**src/rtl/blake2_sched_pkg.sv**
```systemverilog
// Shared constants for the BLAKE2 F-function round/step sequencer:
// message permutation table, G-position tables, FSM encoding and
// the steps-per-round helper.
package blake2_sched_pkg;

    typedef enum logic [1:0] {
        ST_IDLE = 2'd0,
        ST_RUN  = 2'd1,
        ST_DONE = 2'd2
    } seq_state_e;

    // State-word positions for the eight G calls of a round:
    // entries 0..3 are the columns, 4..7 the diagonals.
    localparam logic [3:0] G_A [0:7] = '{4'd0, 4'd1, 4'd2,  4'd3,  4'd0,  4'd1,  4'd2,  4'd3};
    localparam logic [3:0] G_B [0:7] = '{4'd4, 4'd5, 4'd6,  4'd7,  4'd5,  4'd6,  4'd7,  4'd4};
    localparam logic [3:0] G_C [0:7] = '{4'd8, 4'd9, 4'd10, 4'd11, 4'd10, 4'd11, 4'd8,  4'd9};
    localparam logic [3:0] G_D [0:7] = '{4'd12, 4'd13, 4'd14, 4'd15, 4'd15, 4'd12, 4'd13, 4'd14};

    // Message-word permutation, one row per round (rounds 10/11 reuse rows 0/1).
    localparam logic [3:0] SIGMA [0:9][0:15] = '{
        '{4'h0, 4'h1, 4'h2, 4'h3, 4'h4, 4'h5, 4'h6, 4'h7, 4'h8, 4'h9, 4'ha, 4'hb, 4'hc, 4'hd, 4'he, 4'hf},
        '{4'he, 4'ha, 4'h4, 4'h8, 4'h9, 4'hf, 4'hd, 4'h6, 4'h1, 4'hc, 4'h0, 4'h2, 4'hb, 4'h7, 4'h5, 4'h3},
        '{4'hb, 4'h8, 4'hc, 4'h0, 4'h5, 4'h2, 4'hf, 4'hd, 4'ha, 4'he, 4'h3, 4'h6, 4'h7, 4'h1, 4'h9, 4'h4},
        '{4'h7, 4'h9, 4'h3, 4'h1, 4'hd, 4'hc, 4'hb, 4'he, 4'h2, 4'h6, 4'h5, 4'ha, 4'h4, 4'h0, 4'hf, 4'h8},
        '{4'h9, 4'h0, 4'h5, 4'h7, 4'h2, 4'h4, 4'ha, 4'hf, 4'he, 4'h1, 4'hb, 4'hc, 4'h6, 4'h8, 4'h3, 4'hd},
        '{4'h2, 4'hc, 4'h6, 4'ha, 4'h0, 4'hb, 4'h8, 4'h3, 4'h4, 4'hd, 4'h7, 4'h5, 4'hf, 4'he, 4'h1, 4'h9},
        '{4'hc, 4'h5, 4'h1, 4'hf, 4'he, 4'hd, 4'h4, 4'ha, 4'h0, 4'h7, 4'h6, 4'h3, 4'h9, 4'h2, 4'h8, 4'hb},
        '{4'hd, 4'hb, 4'h7, 4'he, 4'hc, 4'h1, 4'h3, 4'h9, 4'h5, 4'h0, 4'hf, 4'h4, 4'h8, 4'h6, 4'h2, 4'ha},
        '{4'h6, 4'hf, 4'he, 4'h9, 4'hb, 4'h3, 4'h0, 4'h8, 4'hc, 4'h2, 4'hd, 4'h7, 4'h1, 4'h4, 4'ha, 4'h5},
        '{4'ha, 4'h2, 4'h8, 4'h4, 4'h7, 4'h6, 4'h1, 4'h5, 4'hf, 4'hb, 4'h9, 4'he, 4'h3, 4'hc, 4'hd, 4'h0}
    };

    // Steps needed to issue all eight G calls of a round with the given lane count.
    function automatic int steps_per_round(input int lanes);
        if (lanes > 32'sd0) begin
            return 32'sd8 / lanes;
        end else begin
            return 32'sd1;
        end
    endfunction

endpackage

```
**src/rtl/g_lane_sel.sv**
```systemverilog
// Combinational selector lookup for one G lane: global G index plus
// permutation row give the four state-word and two message-word indices.
module g_lane_sel
    import blake2_sched_pkg::*;
(
    input  logic [2:0] i_g,
    input  logic [3:0] i_row,
    output logic [3:0] o_a,
    output logic [3:0] o_b,
    output logic [3:0] o_c,
    output logic [3:0] o_d,
    output logic [3:0] o_m0,
    output logic [3:0] o_m1
);

    // Table lookup; rows beyond the permutation table read as zero.
    always_comb begin
        o_a = G_A[i_g];
        o_b = G_B[i_g];
        o_c = G_C[i_g];
        o_d = G_D[i_g];
        if (i_row < 4'd10) begin
            o_m0 = SIGMA[i_row][{i_g, 1'b0}];
            o_m1 = SIGMA[i_row][{i_g, 1'b1}];
        end else begin
            o_m0 = 4'd0;
            o_m1 = 4'd0;
        end
    end

endmodule

```
**src/rtl/f_seq.sv**
```systemverilog
// BLAKE2 F round/step sequencer. Walks every round of one compression and
// presents LANES G-operand selector sets per step over valid/ready.
// The bundle for the next (rnd, step) is looked up combinationally and
// captured into the output registers whenever the position advances.
module f_seq
    import blake2_sched_pkg::*;
#(
    parameter int LANES  = 1,
    parameter int ROUNDS = 12
) (
    input  logic               clk,
    input  logic               rst_n,
    input  logic               start,
    input  logic               abort,
    output logic               busy,
    output logic               done,
    output logic               sel_valid,
    input  logic               sel_ready,
    output logic [3:0]         rnd,
    output logic [2:0]         step,
    output logic               last,
    output logic [4*LANES-1:0] a_sel,
    output logic [4*LANES-1:0] b_sel,
    output logic [4*LANES-1:0] c_sel,
    output logic [4*LANES-1:0] d_sel,
    output logic [4*LANES-1:0] m0_sel,
    output logic [4*LANES-1:0] m1_sel
);

    localparam int         W        = 4 * LANES;
    localparam int         S        = steps_per_round(LANES);
    localparam logic [2:0] STEP_MAX = 3'(S - 1);
    localparam logic [3:0] LAST_RND = 4'(ROUNDS - 1);

    localparam logic [1:0] S_IDLE = ST_IDLE;
    localparam logic [1:0] S_RUN  = ST_RUN;
    localparam logic [1:0] S_DONE = ST_DONE;

    generate
        if (!((LANES == 32'sd1) || (LANES == 32'sd2) || (LANES == 32'sd4)) ||
            (ROUNDS < 32'sd1) || (ROUNDS > 32'sd16)) begin : g_bad_cfg
            $fatal(1, "f_seq: LANES must be 1, 2 or 4 and ROUNDS 1..16");
        end
    endgenerate

    logic [1:0]   r_state;
    logic [3:0]   r_rnd;
    logic [2:0]   r_step;
    logic         r_busy, r_done, r_valid, r_last;
    logic [W-1:0] r_a, r_b, r_c, r_d, r_m0, r_m1;

    logic [1:0]   w_nxt_state;
    logic [3:0]   w_nxt_rnd;
    logic [2:0]   w_nxt_step;
    logic         w_nxt_busy, w_nxt_done, w_nxt_valid, w_nxt_last;
    logic         w_load, w_clear;
    logic [3:0]   w_row;
    logic [W-1:0] w_a, w_b, w_c, w_d, w_m0, w_m1;

    // Permutation row for the position being loaded (rounds 10+ wrap).
    assign w_row = (w_nxt_rnd >= 4'd10) ? (w_nxt_rnd - 4'd10) : w_nxt_rnd;

    for (genvar k = 0; k < LANES; k++) begin : g_lane
        logic [2:0] w_g;
        assign w_g = 3'(int'(w_nxt_step) * LANES + k);
        g_lane_sel u_sel (
            .i_g   (w_g),
            .i_row (w_row),
            .o_a   (w_a[4*k+3:4*k]),
            .o_b   (w_b[4*k+3:4*k]),
            .o_c   (w_c[4*k+3:4*k]),
            .o_d   (w_d[4*k+3:4*k]),
            .o_m0  (w_m0[4*k+3:4*k]),
            .o_m1  (w_m1[4*k+3:4*k])
        );
    end

    // Next-state decode: abort wins, then handshake/advance, then start.
    always_comb begin
        w_nxt_state = r_state;
        w_nxt_rnd   = r_rnd;
        w_nxt_step  = r_step;
        w_nxt_busy  = r_busy;
        w_nxt_valid = r_valid;
        w_nxt_done  = 1'b0;
        w_load      = 1'b0;
        w_clear     = 1'b0;
        if (abort) begin
            w_nxt_state = S_IDLE;
            w_nxt_rnd   = 4'd0;
            w_nxt_step  = 3'd0;
            w_nxt_busy  = 1'b0;
            w_nxt_valid = 1'b0;
            w_clear     = 1'b1;
        end else begin
            case (r_state)
                S_RUN: begin
                    if (sel_ready) begin
                        if (r_last) begin
                            w_nxt_state = S_DONE;
                            w_nxt_rnd   = 4'd0;
                            w_nxt_step  = 3'd0;
                            w_nxt_busy  = 1'b0;
                            w_nxt_valid = 1'b0;
                            w_nxt_done  = 1'b1;
                            w_clear     = 1'b1;
                        end else if (r_step == STEP_MAX) begin
                            w_nxt_step = 3'd0;
                            w_nxt_rnd  = r_rnd + 4'd1;
                            w_load     = 1'b1;
                        end else begin
                            w_nxt_step = r_step + 3'd1;
                            w_load     = 1'b1;
                        end
                    end else begin
                        w_load = 1'b0;
                    end
                end
                S_IDLE, S_DONE: begin
                    if (start) begin
                        w_nxt_state = S_RUN;
                        w_nxt_rnd   = 4'd0;
                        w_nxt_step  = 3'd0;
                        w_nxt_busy  = 1'b1;
                        w_nxt_valid = 1'b1;
                        w_load      = 1'b1;
                    end else begin
                        w_nxt_state = S_IDLE;
                        w_nxt_rnd   = 4'd0;
                        w_nxt_step  = 3'd0;
                        w_nxt_busy  = 1'b0;
                        w_nxt_valid = 1'b0;
                        w_clear     = 1'b1;
                    end
                end
                default: begin
                    w_nxt_state = S_IDLE;
                    w_nxt_rnd   = 4'd0;
                    w_nxt_step  = 3'd0;
                    w_nxt_busy  = 1'b0;
                    w_nxt_valid = 1'b0;
                    w_clear     = 1'b1;
                end
            endcase
        end
        if (w_load) begin
            w_nxt_last = (w_nxt_rnd == LAST_RND) && (w_nxt_step == STEP_MAX);
        end else if (w_clear) begin
            w_nxt_last = 1'b0;
        end else begin
            w_nxt_last = r_last;
        end
    end

    // Control and position registers.
    always_ff @(posedge clk or negedge rst_n) begin
        if (!rst_n) begin
            r_state <= S_IDLE;
            r_rnd   <= 4'd0;
            r_step  <= 3'd0;
            r_busy  <= 1'b0;
            r_done  <= 1'b0;
            r_valid <= 1'b0;
            r_last  <= 1'b0;
        end else begin
            r_state <= w_nxt_state;
            r_rnd   <= w_nxt_rnd;
            r_step  <= w_nxt_step;
            r_busy  <= w_nxt_busy;
            r_done  <= w_nxt_done;
            r_valid <= w_nxt_valid;
            r_last  <= w_nxt_last;
        end
    end

    // Selector bundle registers: load on advance, clear on leaving RUN, else hold.
    always_ff @(posedge clk or negedge rst_n) begin
        if (!rst_n) begin
            r_a  <= {W{1'b0}};
            r_b  <= {W{1'b0}};
            r_c  <= {W{1'b0}};
            r_d  <= {W{1'b0}};
            r_m0 <= {W{1'b0}};
            r_m1 <= {W{1'b0}};
        end else if (w_load) begin
            r_a  <= w_a;
            r_b  <= w_b;
            r_c  <= w_c;
            r_d  <= w_d;
            r_m0 <= w_m0;
            r_m1 <= w_m1;
        end else if (w_clear) begin
            r_a  <= {W{1'b0}};
            r_b  <= {W{1'b0}};
            r_c  <= {W{1'b0}};
            r_d  <= {W{1'b0}};
            r_m0 <= {W{1'b0}};
            r_m1 <= {W{1'b0}};
        end else begin
            r_a  <= r_a;
            r_b  <= r_b;
            r_c  <= r_c;
            r_d  <= r_d;
            r_m0 <= r_m0;
            r_m1 <= r_m1;
        end
    end

    assign busy      = r_busy;
    assign done      = r_done;
    assign sel_valid = r_valid;
    assign rnd       = r_rnd;
    assign step      = r_step;
    assign last      = r_last;
    assign a_sel     = r_a;
    assign b_sel     = r_b;
    assign c_sel     = r_c;
    assign d_sel     = r_d;
    assign m0_sel    = r_m0;
    assign m1_sel    = r_m1;

endmodule

```
**config.mk**
```make
export PLATFORM = sky130hd
export DESIGN_NAME = f_seq
export DESIGN_NICKNAME = d
export VERILOG_FILES = /design/src/rtl/blake2_sched_pkg.sv /design/src/rtl/g_lane_sel.sv /design/src/rtl/f_seq.sv
export SDC_FILE = /design/constraint.sdc
export NUM_CORES = 1
export LEC_CHECK = 0
export BUFFER_PORTS_ARGS = -buffer_cell sky130_fd_sc_hd__buf_4
export CAP_MARGIN = 20
export CORE_MARGIN = 1
export CORE_UTILIZATION = 45
export CTS_BUF_LIST = sky130_fd_sc_hd__clkbuf_2 sky130_fd_sc_hd__clkbuf_4 sky130_fd_sc_hd__clkbuf_8
export CTS_CLUSTER_DIAMETER = 30
export DETAILED_ROUTE_END_ITERATION = 12
export SYNTH_ARGS = -nofsm -noshare
export SYNTH_HDL_FRONTEND = slang
export SYNTH_HIERARCHICAL = 1
export SYNTH_SLANG_ARGS = --single-unit
```
**constraint.sdc**
```tcl
create_clock -name clk -period 5.2 [get_ports clk]
set_clock_uncertainty 0.2 [all_clocks]
set_input_delay 0.78 -clock clk [delete_from_list [all_inputs] [get_ports clk]]
set_output_delay 0.78 -clock clk [all_outputs]
set_load 0.1 [all_outputs]
```
==> impl_metrics.yaml <==
global_route:
  grtUsageMet2_pct: 35.6
  gr-usage-met1_pct: 38.2
  grt_max_degree: 49
  grt_pass1_vias: 2746
  grtUsageTotal_pct: 25.1
  gr-max-usage-layer: "met1"
  grt_pass1_wl_mm: 14.5
  antenna_found_initial: 0
  grtUsageMet3_pct: 4.28
  overflow: 0
final_layout:
  nets: 437
  postLayoutCellArea_mm2: 0.00342
  drive_above_1_share_pct: 17.2
  fill_cells: 632
  diodes: 0
  area_delta_synth_final_pct: 9.58
  fin_cells: 495
  post-route-util_pct: 52.4
timing:
  period_share_pct: 90.1
  fmax_mhz: 213
  worst_slack_ns: 0.513
  finalHoldViolCount: 0
  finalSetupTns_ns: 0
  setup_viol: 0
  hold_ws_ns: 0.239
  tightest_slew_ns: 1.39
  finalMaxSlewViolations: 0
  rsz0062_at_grt: "no"
  slew_headroom_pct: 7.26
  fin_crit_ns: 4.69
clock_tree:
  clk_pin_slew_worst_paths_ns: 0.07
  post_cts_buffers: 0
  root_buffer: "clkbuf_8"
  cts_tree: "built"
  cts_max_path_buffers: 2
  postCtsResizedCells: 0
  htreeDepth: 2
  postCtsHoldBufs: 0
  cts-buffers-inserted: 5
  clkSinkCount: 35
  clock_latency_ns: 0.28
placement:
  place_hpwl_mm: 6.09
  io_buffers: 39
  post_dp_cell_area_mm2: 0.00333
  dp_slack_ns: 0.461
  gp_congestion: 1.03
  dp_cells: 488
logic_synthesis:
  synth.top_cell.area_share_pct: 28.0
  synthFlopType: "dfrtp_1"
  yosysWarnings: 6
  synth_area_mm2: 0.00312
  ys_seq_elements: 35
  synth.most_common_cell: "nand2_1"
  synth_top_cells_by_count: "62 x nand2_1, 43 x o21ai_0, 35 x dfrtp_1, 21 x a21oi_1, 17 x nand2b_1"
  synth_edf_count: 0
  yosys-top-cells-area: "dfrtp_1 28%, nand2_1 7.5%, o21ai_0 6.9%, ha_1 5.6%, buf_4 3.8%"
  syn_area_per_cell_um2: 7.75
  async_flop_share_pct: 100
  syn_inst: 403
  synth_top_area_cell: "dfrtp_1"
  synth_seq_area_share_pct: 28.0
  synth_cell_types: 68
route:
  avgRoutedWirePerCell_um: 17.9
  vias_per_cell: 6.28
  dr.pass1.iters: 5
  wirelength_mm: 8.84
  first_iter_violations: 411
  drc: 0
  final_antenna_net_count: 0
  num_vias: 3111
power:
  power_frac_clock_pct: 33.7
  switchingPower_mw: 0.194
  p_int_mw: 0.406
  pwr-share-seq_pct: 47.2
  total_power_mw: 0.600
  comb_power_share_pct: 19.2
  p_leak_nw: 1.46
  switching_share_pct: 32.3
  ir_worst_vdd_v: 0.0000634
  power_density_mw_per_mm2: 175
floorplanning:
  row_count: 29
  ios: 40
  die_h_um: 85.3
  initial_core_util_pct: 47.8
  dieWidth_um: 85.3
  core_area_mm2: 0.00653
  dieArea_mm2: 0.00728
setup_path:
  crit_fanout: 36
  crit_top_cell: "ha_1"
  cpMaxStageDelayCell: "a22oi_2"
  worstPathRequired_ns: 5.20
  critPathBufInv: 0
  critical-path-top-delay-family: "compound AO/OA/AOI/OAI gates"
  start_kind: "register"
  end_kind: "register"
  critPathMaxStageDelay_ns: 1.08
  arrival_ns: 4.69
  path_class: "reg -> reg"
  crit_chain: "ha_1, ha_1, or3b_2, a31o_2, ha_1, a22oi_2, nand2_1, a2111oi_0, a311o_1, nand2_1, o21ai_1"
flow_run:
  max_cap_viol_count: 0
outcome:
  status: "complete, no violations"
hold_path:
  min_path_type: "in -> async"
[placed cells by master (no fill, tap or decap), drive strengths merged, types with 7 or more instances in the layout]
| cell type | n |
|---|---|
| nand2 | 62 |
| o21ai | 49 |
| buf | 48 |
| dfrtp | 35 |
| a21oi | 23 |
| nand2b | 17 |
| nor2 | 16 |
| o211ai | 14 |
| ha | 14 |
| nor2b | 13 |
| inv | 13 |
| conb | 8 |
| a31oi | 7 |
[power groups by stage]
stage / Combinational [mW] / Clock (mW) / Sequential (mW)
6_report: 0.115 / 0.202 / 0.283
5_1_grt: 0.123 / 0.219 / 0.284
4_1_cts: 0.115 / 0.209 / 0.283
3_5_place_dp: 0.115 / 0 / 0.288
3_3_place_gp: 0.114 / 0 / 0.288
2_1_floorplan: 0.0462 / 0 / 0.334
[state kept, by name, indices dropped and copies added, names as in the netlist]
signal	cells
d_sel	4
step	3
m1_sel	4
done	1
a_sel	4
sel_valid	1
m0_sel	4
c_sel	4
rnd	4
r_state	1
b_sel	4
last	1
[cell type report]
class                   count  area, um2  area share (%)
multi-input cells         314       1950            57.0
flip-flops and latches     35        876            25.6
repair buffers             48        360            10.5
well taps                  77       96.3            2.82
clock buffers               6       82.6            2.41
inverters                  14       52.6            1.54
clock inverters             1       5.00           0.146
[worst paths after layout]
kind | startpoint | endpoint | slack (ns) | depth (start not counted)
setup / recovery | step[0] | m1_sel[3] | 0.51 | 11
hold / removal | rst_n | done | 0.24 | 1
setup reg to reg | step[0] | m1_sel[3] | 0.51 | 11
hold reg to reg | a_sel[2] | a_sel[2] | 0.32 | 2
max in group asynchronous | rst_n | m0_sel[3] | 4.24 | 1
min in group clk | a_sel[2] | a_sel[2] | 0.32 | 2
[cell families (layout without fill, tap and decap cells)]
logic type / Yosys count / in the layout / share of synthesized area, %
AOI/OAI and AO/OA: 143 / 143 / 30.6
xor gates and xnor gates: 2 / 2 / 0.561
adders and majority gates: 14 / 14 / 5.61
buffers and inverters: 60 / 69 / 10.5
DFF: 35 / 35 / 28.0
muxes: 2 / 2 / 0.681
other: 2 / 8 / 0.240
and+or+nand+nor: 145 / 145 / 23.7
[per-layer routing]
metal | share of wire, % | vias to the layer above
met1 | 47 | 1455
met4 | 1.3 | 0
met2 | 42 | 181
met3 | 9.4 | 16
met5 | 0 | -
li1 | - | 1459
Power figures use the tool's default switching activity.
